--- config.mk ---
export PLATFORM = sky130hd
export DESIGN_NAME = ras
export DESIGN_NICKNAME = d
export VERILOG_FILES = /design/src/rtl/core_types_pkg.sv /design/src/rtl/ras.sv
export SDC_FILE = /design/constraint.sdc
export NUM_CORES = 1
export LEC_CHECK = 0
export BUFFER_PORTS_ARGS = -buffer_cell sky130_fd_sc_hd__buf_2
export CORE_MARGIN = 3
export CORE_UTILIZATION = 32
export DETAILED_ROUTE_END_ITERATION = 10
export PLACE_DENSITY = 0.58
export SLEW_MARGIN = 5
export SYNTH_ARGS = -nofsm -noshare
export SYNTH_HDL_FRONTEND = slang
export SYNTH_SLANG_ARGS = --single-unit
--- constraint.sdc ---
create_clock -name CLK -period 5.65 [get_ports CLK]
set_input_delay 0.565 -clock CLK [delete_from_list [all_inputs] [get_ports CLK]]
set_output_delay 0.565 -clock CLK [all_outputs]
set_load 0.005 [all_outputs]
--- src/rtl/core_types_pkg.sv ---
// Shared core sizing constants and the return-address-stack operation decode.
package core_types_pkg;

  localparam int BTB_TARGET_WIDTH = 12;
  localparam int RAS_DEPTH        = 8;
  localparam int RAS_TARGET_WIDTH = BTB_TARGET_WIDTH;
  localparam int LOG_RAS_DEPTH    = $clog2(RAS_DEPTH);

  typedef enum logic [2:0] {
    RAS_OP_NONE,
    RAS_OP_PUSH,
    RAS_OP_POP,
    RAS_OP_SWAP,
    RAS_OP_RESTORE
  } ras_op_e;

  // A restore squashes everything else; a call and return in the same cycle
  // replace the top entry in place.
  function automatic ras_op_e ras_decode(input logic push, input logic pop,
                                         input logic restore);
    ras_op_e op;
    op = RAS_OP_NONE;
    if (restore)          op = RAS_OP_RESTORE;
    else if (push && pop) op = RAS_OP_SWAP;
    else if (push)        op = RAS_OP_PUSH;
    else if (pop)         op = RAS_OP_POP;
    return op;
  endfunction

endpackage

--- src/rtl/ras.sv ---
// Return address stack: circular flop array with a checkpointable top pointer.
// Optional occupancy tracking is enabled by defining RAS_COUNT_TRACK_EN.
module ras
  import core_types_pkg::*;
#(
  parameter int RAS_DEPTH        = core_types_pkg::RAS_DEPTH,
  parameter int RAS_TARGET_WIDTH = core_types_pkg::RAS_TARGET_WIDTH
) (
  input  logic                          CLK,
  input  logic                          nRST,
  input  logic                          push_valid,
  input  logic [RAS_TARGET_WIDTH-1:0]   push_target,
  input  logic                          pop_valid,
  output logic [RAS_TARGET_WIDTH-1:0]   pop_target,
  output logic                          pop_target_valid,
  output logic [$clog2(RAS_DEPTH)-1:0]  ras_index,
  input  logic                          restore_valid,
`ifdef RAS_COUNT_TRACK_EN
  input  logic [$clog2(RAS_DEPTH):0]    restore_count,
  output logic [$clog2(RAS_DEPTH):0]    ras_count,
`endif
  input  logic [$clog2(RAS_DEPTH)-1:0]  restore_index
);

  localparam int PTR_W = $clog2(RAS_DEPTH);

  logic [RAS_TARGET_WIDTH-1:0] entry [RAS_DEPTH];
  logic [PTR_W-1:0]            ptr;
  logic [PTR_W-1:0]            ptr_inc;
  logic [PTR_W-1:0]            ptr_dec;
  logic [PTR_W-1:0]            ptr_nxt;
  logic [PTR_W-1:0]            wr_idx;
  logic                        wr_en;
  ras_op_e                     op;

  assign op      = ras_decode(push_valid, pop_valid, restore_valid);
  assign ptr_inc = ptr + 1'b1;
  assign ptr_dec = ptr - 1'b1;

  always_comb begin
    ptr_nxt = ptr;
    wr_en   = 1'b0;
    wr_idx  = ptr;
    case (op)
      RAS_OP_RESTORE: ptr_nxt = restore_index;
      RAS_OP_SWAP: begin
        wr_en  = 1'b1;
        wr_idx = ptr;
      end
      RAS_OP_PUSH: begin
        ptr_nxt = ptr_inc;
        wr_en   = 1'b1;
        wr_idx  = ptr_inc;
      end
      RAS_OP_POP:  ptr_nxt = ptr_dec;
      default:     ptr_nxt = ptr;
    endcase
  end

  // Pointer and entry state; wrap-around is silent in both directions.
  always_ff @(posedge CLK or negedge nRST) begin
    if (!nRST) begin
      ptr <= '0;
      for (int i = 0; i < RAS_DEPTH; i++) entry[i] <= '0;
    end else begin
      ptr <= ptr_nxt;
      for (int i = 0; i < RAS_DEPTH; i++) begin
        if (wr_en && (wr_idx == i[PTR_W-1:0])) entry[i] <= push_target;
      end
    end
  end

  assign pop_target = entry[ptr];
  assign ras_index  = ptr;

`ifdef RAS_COUNT_TRACK_EN
  localparam logic [PTR_W:0] COUNT_MAX = RAS_DEPTH[PTR_W:0];

  logic [PTR_W:0] count;
  logic [PTR_W:0] count_nxt;

  always_comb begin
    count_nxt = count;
    case (op)
      RAS_OP_RESTORE: count_nxt = restore_count;
      RAS_OP_PUSH:    if (count != COUNT_MAX) count_nxt = count + 1'b1;
      RAS_OP_POP:     if (count != '0)        count_nxt = count - 1'b1;
      default:        count_nxt = count;
    endcase
  end

  always_ff @(posedge CLK or negedge nRST) begin
    if (!nRST) count <= '0;
    else       count <= count_nxt;
  end

  assign ras_count        = count;
  assign pop_target_valid = (count != '0);
`else
  assign pop_target_valid = 1'b1;
`endif

endmodule

==> flow_summary.json, run 1 <==
{
  "cts_resized": 0,
  "root_buffer": "clkbuf_16",
  "wl_um": 9360,
  "cp_max_fo": 29,
  "ys_top_cells_by_area": "dfrtp_1, mux2_2, mux4_2",
  "wl_per_cell_um": 18.5,
  "p_clk_frac": 0.239,
  "cts_setup_buffers": 0,
  "dp_cells": 489,
  "rsz0062_at_grt": "no",
  "drc": 0,
  "report.final.slew_viol_count": 0,
  "synthAdderAreaFrac": 0.00796,
  "port_buffers": 34,
  "clock_sinks": 99,
  "fin_util": 0.374,
  "die_w_um": 127,
  "cts_buffer_depth": 2,
  "syn_area_um2": 4720,
  "async_flop_share": 1.00,
  "yosysTopAreaCell": "dfrtp_1",
  "gp_congestion": 0.714,
  "firstDrtPassIters": 4,
  "muxShareOfSynthArea": 0.378,
  "period_share": 0.583,
  "drive_above_1_share": 0.603,
  "final_nets": 343,
  "regToRegStartpoint": "ras_index[0]",
  "synth_compound_area_frac": 0.00902,
  "finalSetupTns_ns": 0,
  "end_kind": "flip-flop",
  "leakage_nw": 2.24,
  "timing.rr.end": "entry[41]",
  "rows": 43,
  "layout_common_cells": "mux2_2, dfrtp_1, buf_2",
  "final_common_cell": "mux2_2",
  "overflow": 0,
  "cts_tree": "done",
  "antenna_found_initial": 0,
  "max_cap_viol_count": 0,
  "viasPerCell": 5.02,
  "core_um2": 14100,
  "r2r_slack_ns": 2.36,
  "clk_pin_slew_ns": 0.06,
  "cts_hold_buffers": 0,
  "antenna_left": 0,
  "total_power_mw": 2.60,
  "area_growth_pct": 12.3,
  "syn-num-nets": 314,
  "grt_pass1_vias": 2750,
  "clkLatencyLatePin_ns": 0.34,
  "die_y_um": 127,
  "synth_simple_gate_area_frac": 0.0398,
  "ys_seq_area_frac": 0.525,
  "crit_start": "ras_index[0]",
  "hold_viol_final": 0,
  "internal-power_mw": 1.93,
  "ys_seq_elements": 99,
  "yosysTopAreaCellShare": 0.525,
  "peakVddDrop_uv": 189,
  "synth_area_per_cell_um2": 16.2,
  "grt_max_degree": 68,
  "cts_inserted_buffers": 9,
  "dieArea_um2": 16200,
  "critPathRequiredTime_ns": 5.87,
  "synth_top_family_by_area": "multiplexers",
  "post-route-min-period_ns": 3.29,
  "path_class": "flip-flop to flip-flop",
  "fill_cells": 1354,
  "grt_pass1_wl_um": 15400,
  "vias": 2535,
  "synth_edf_count": 0,
  "relSlewSlack": 0.261,
  "finalSetupViolations": 0,
  "clock.fmax_mhz": 304,
  "initial_utilization": 0.333,
  "powerDensity_nw_per_um2": 492,
  "synthCells": 291,
  "drt_iter0_drc": 171,
  "io_pins": 36,
  "htreeDepth": 3,
  "clock_skew_ns": 0.00573,
  "yosys.cell_types.count": 33,
  "p_switching_mw": 0.674,
  "p_sw_frac": 0.259,
  "synthFlopType": "dfrtp_1",
  "synth_xor_area_frac": 0.00769,
  "hold_class": "primary input to async pin",
  "track_usage": 0.124,
  "whs_ns": 0.171,
  "seqPwrFrac": 0.475,
  "yosys_warnings": 0,
  "dpl.hpwl_um": 5950,
  "reg2reg_depth": 5,
  "status": "completed",
  "p_comb_frac": 0.286,
  "startpoint_type": "flip-flop",
  "worst-slew-pin-transition_ns": 1.10,
  "cp.arrival_ns": 3.51,
  "stdcell_count": 505,
  "diodes": 0
}
how the worst max path moves through the flow:
stage                 to  slack [ns]  cells past startpoint
2_1_floorplan  entry[10]        3.14                      9
3_3_place_gp   entry[44]        2.24                      5
3_5_place_dp   entry[41]        2.24                      5
4_1_cts        entry[41]        2.23                      5
5_1_grt        entry[41]        2.07                      5
6_report       entry[41]        2.36                      5
stage by stage:
stage | setup slack (ns) | area, um^2
detailed placement | 2.24 | 4990
global placement | 2.24 | 4990
global route | 2.07 | 5300
finish | 2.36 | 5300
floorplan | 3.14 | 4720
CTS | 2.23 | 5300
worst max-delay path, stage by stage, from the launching register on:
cell and delay (ns):
dfrtp_2 1.00, inv_1 0.16, ha_1 0.40, mux2_2 0.34, nor3_2 0.84, mux2_2 0.42
synthesized netlist by cell type (2+ instances only):
| master | number |
|---|---|
| ha_1 | 3 |
| buf_2 | 6 |
| buf_6 | 7 |
| nand3_4 | 2 |
| o21ai_0 | 4 |
| nand2_2 | 2 |
| nor2_1 | 4 |
| nor3_2 | 2 |
| dfrtp_1 | 99 |
| mux4_2 | 24 |
| nand2_1 | 5 |
| mux2_2 | 109 |
| inv_1 | 2 |
| nor2_2 | 2 |
| buf_1 | 2 |
power groups by stage:
stage	Combinational (mW)	Sequential, mW	Clock, mW
floorplan	0.616	1.16	0
global placement	0.732	1.23	0
detailed placement	0.755	1.25	0
CTS	0.759	1.24	0.641
global route	0.818	1.29	0.671
finish	0.745	1.24	0.621
logic make-up after synthesis:
kind of cell / Yosys count
XOR/XNOR: 2
other: 1
AO/OA/AOI/OAI: 7
buffers and inverters: 20
adder cells (fa/ha/maj): 3
flip-flops: 99
multiplexers: 134
AND/OR/NAND/NOR: 25
final cells by class:
cell class / instances / area, um^2 / share of cell area
flip-flops and latches: 99 / 2480 / 0.468
multi-input cells: 172 / 2090 / 0.395
clock buffers: 13 / 260 / 0.0491
well taps: 180 / 225 / 0.0425
repair buffers: 36 / 188 / 0.0354
clock inverters: 3 / 46.3 / 0.00874
inverters: 2 / 7.51 / 0.00142
flip-flops by register name (all words and copies together), names as in the netlist:
name	count
ras_index	3
entry	96
layer usage:
layer,GRT usage,vias to the layer above,routed length [um]
li1,-,1132,-
met1,0.165,1362,4390
met2,0.201,31,4570
met3,0.0360,10,270
met4,0.0303,0,137
met5,0,-,0
(Power assumes the default switching activity.)
==> run 2: changes to the inputs <==
--- a/config.mk
+++ b/config.mk
@@ -9,7 +9,7 @@
 export CORE_MARGIN = 3
 export CORE_UTILIZATION = 32
 export DETAILED_ROUTE_END_ITERATION = 10
-export PLACE_DENSITY = 0.58
+export PLACE_DENSITY = 0.6
 export SLEW_MARGIN = 5
 export SYNTH_ARGS = -nofsm -noshare
 export SYNTH_HDL_FRONTEND = slang
==> constraint.sdc (replaced) <==
create_clock -name CLK -period 2.8 [get_ports CLK]
set_input_delay 0.28 -clock CLK [delete_from_list [all_inputs] [get_ports CLK]]
set_output_delay 0.28 -clock CLK [all_outputs]
set_load 0.005 [all_outputs]
==> run 2 against run 1 <==
Hold slack worse by 0.019 ns. Sequential share of layout area fell by 0.77 points. Final area is 1.7% higher. Via count hardly changed. Final cell count increased by 1.8%. Utilization is 0.63 points higher. Flip-flop and latch count unchanged. Critical endpoint is now pop_target[1].
==> flow_summary.json, run 2 (synthesis results as in run 1) <==
{
  "status": "completed",
  "path_class": "flip-flop to output port",
  "gp_congestion": 0.737,
  "period_share": 0.890,
  "cts_inserted_buffers": 9,
  "clock_skew_ns": 0.00627,
  "core_um2": 14100,
  "busiest_layer": "met2",
  "relSlewSlack": 0.644,
  "initial_utilization": 0.333,
  "max_cap_viol_count": 0,
  "cp_max_fo": 27,
  "track_usage": 0.126,
  "htreeDepth": 3,
  "place_area_um2": 5060,
  "critPathRequiredTime_ns": 2.52,
  "die_w_um": 127,
  "gr-usage-met1": 0.179,
  "wl_um": 9530,
  "final_nets": 352,
  "viasPerCell": 4.93,
  "hold_class": "primary input to flip-flop",
  "port_buffers": 34,
  "clkLatencyLatePin_ns": 0.34,
  "met2_usage": 0.191,
  "drt_iter0_drc": 128,
  "area_growth_pct": 14.2,
  "finalSetupViolations": 0,
  "post-route-min-period_ns": 2.49,
  "antenna_left": 0,
  "clock.fmax_mhz": 401,
  "startpoint_type": "flip-flop",
  "drive_above_1_share": 0.614,
  "hold_viol_final": 0,
  "io_pins": 36,
  "end_kind": "output port",
  "dpl.hpwl_um": 6040,
  "report.final.slew_viol_count": 0,
  "cp.arrival_ns": 2.21,
  "grtUsageMet3": 0.0288,
  "cts_tree": "done",
  "die_y_um": 127,
  "hold_depth": 3,
  "firstDrtPassIters": 4,
  "rsz0062_at_grt": "no",
  "largest_reg_flops": 96,
  "wl_per_cell_um": 18.5,
  "top_register": "entry",
  "reg2reg_depth": 7,
  "cp_slowest_cell": "mux4_2",
  "clk_pin_slew_ns": 0.06,
  "worst-slew-pin-transition_ns": 0.533,
  "peakVddDrop_uv": 416,
  "cts_buffer_depth": 2,
  "total_power_mw": 5.29,
  "path_delay_family": "multiplexers",
  "stdcell_area_um2": 5380,
  "finalSetupTns_ns": 0,
  "cp_num_cells": 4,
  "dieArea_um2": 16200,
  "rows": 43,
  "leakage_nw": 2.29,
  "overflow": 0,
  "max_stage_delay_ns": 0.59,
  "antenna_found_initial": 0,
  "grt_pass1_vias": 2813,
  "drc": 0,
  "grt_max_degree": 62,
  "crit_buf_inv": 2,
  "diodes": 0,
  "grt_pass1_wl_um": 15800,
  "vias": 2536,
  "root_buffer": "clkbuf_16",
  "clock_sinks": 99,
  "worstPathCellList": "buf_4 > mux4_2 > mux2_2 > buf_2",
  "layout_common_cells": "mux2_2, dfrtp_1, buf_2",
  "powerDensity_nw_per_um2": 983,
  "final_common_cell": "mux2_2"
}
-- run 2: worst reg2reg max path, stage by stage, from the launching register on --
cell and delay, ns:
dfrtp_2 0.39, inv_1 0.07, ha_1 0.35, mux2i_2 0.35, nand2_1 0.11, nor2_2 0.23
buf_4 0.24, mux2_2 0.35
-- run 2: metrics by stage --
step	setup slack (ns)	utilization	std cells	hold WS [ns]
global placement	0.583	0.358	497	0.294
finish	0.309	0.380	514	0.152
detailed placement	0.525	0.358	497	0.303
CTS	0.254	0.380	514	0.140
global route	0.156	0.380	514	0.186
floorplan	0.286	-	291	-0.0156
-- run 2: layer usage --
metal / share of wire / wire length (um) / up-vias
li1: - / - / 1155
met1: 0.49 / 4670 / 1326
met2: 0.46 / 4420 / 45
met3: 0.034 / 325 / 10
met4: 0.012 / 116 / 0
met5: 0 / 0 / -
-- run 2: worst paths after layout --
check	startpoint	to	slack (ns)
setup / recovery	ras_index[0]	pop_target[1]	0.31
hold / removal	restore_index[0]	ras_index[0]	0.15
setup reg to reg	ras_index[0]	entry[25]	0.60
hold reg to reg	entry[21]	entry[21]	0.50
max in group asynchronous	nRST	entry[81]	1.62
min in group asynchronous	nRST	ras_index[0]	0.46
-- run 2: what timing repair did --
item                      4_1_cts  5_1_grt
resized for setup               0        0
hold buffers                    1        0
hold endpoints to repair       38        0
setup buffers                   0        0
-- run 2: cell type report --
cell class	instances	area, um^2
Clock buffer	12	256
Clock inverter	4	56.3
Timing Repair Buffer	45	270
Fill cell	1325	8770
Tap cell	180	225
Inverter	2	7.51
Sequential cell	99	2480
Multi-Input combinational cell	172	2090
-- run 2: power by group --
group | switching [mW] | internal (mW) | total (mW) | leakage [nW]
Combinational | 0.530 | 1.04 | 1.57 | 0.931
Sequential | 0.325 | 2.12 | 2.44 | 1.21
Clock | 0.524 | 0.748 | 1.27 | 0.153
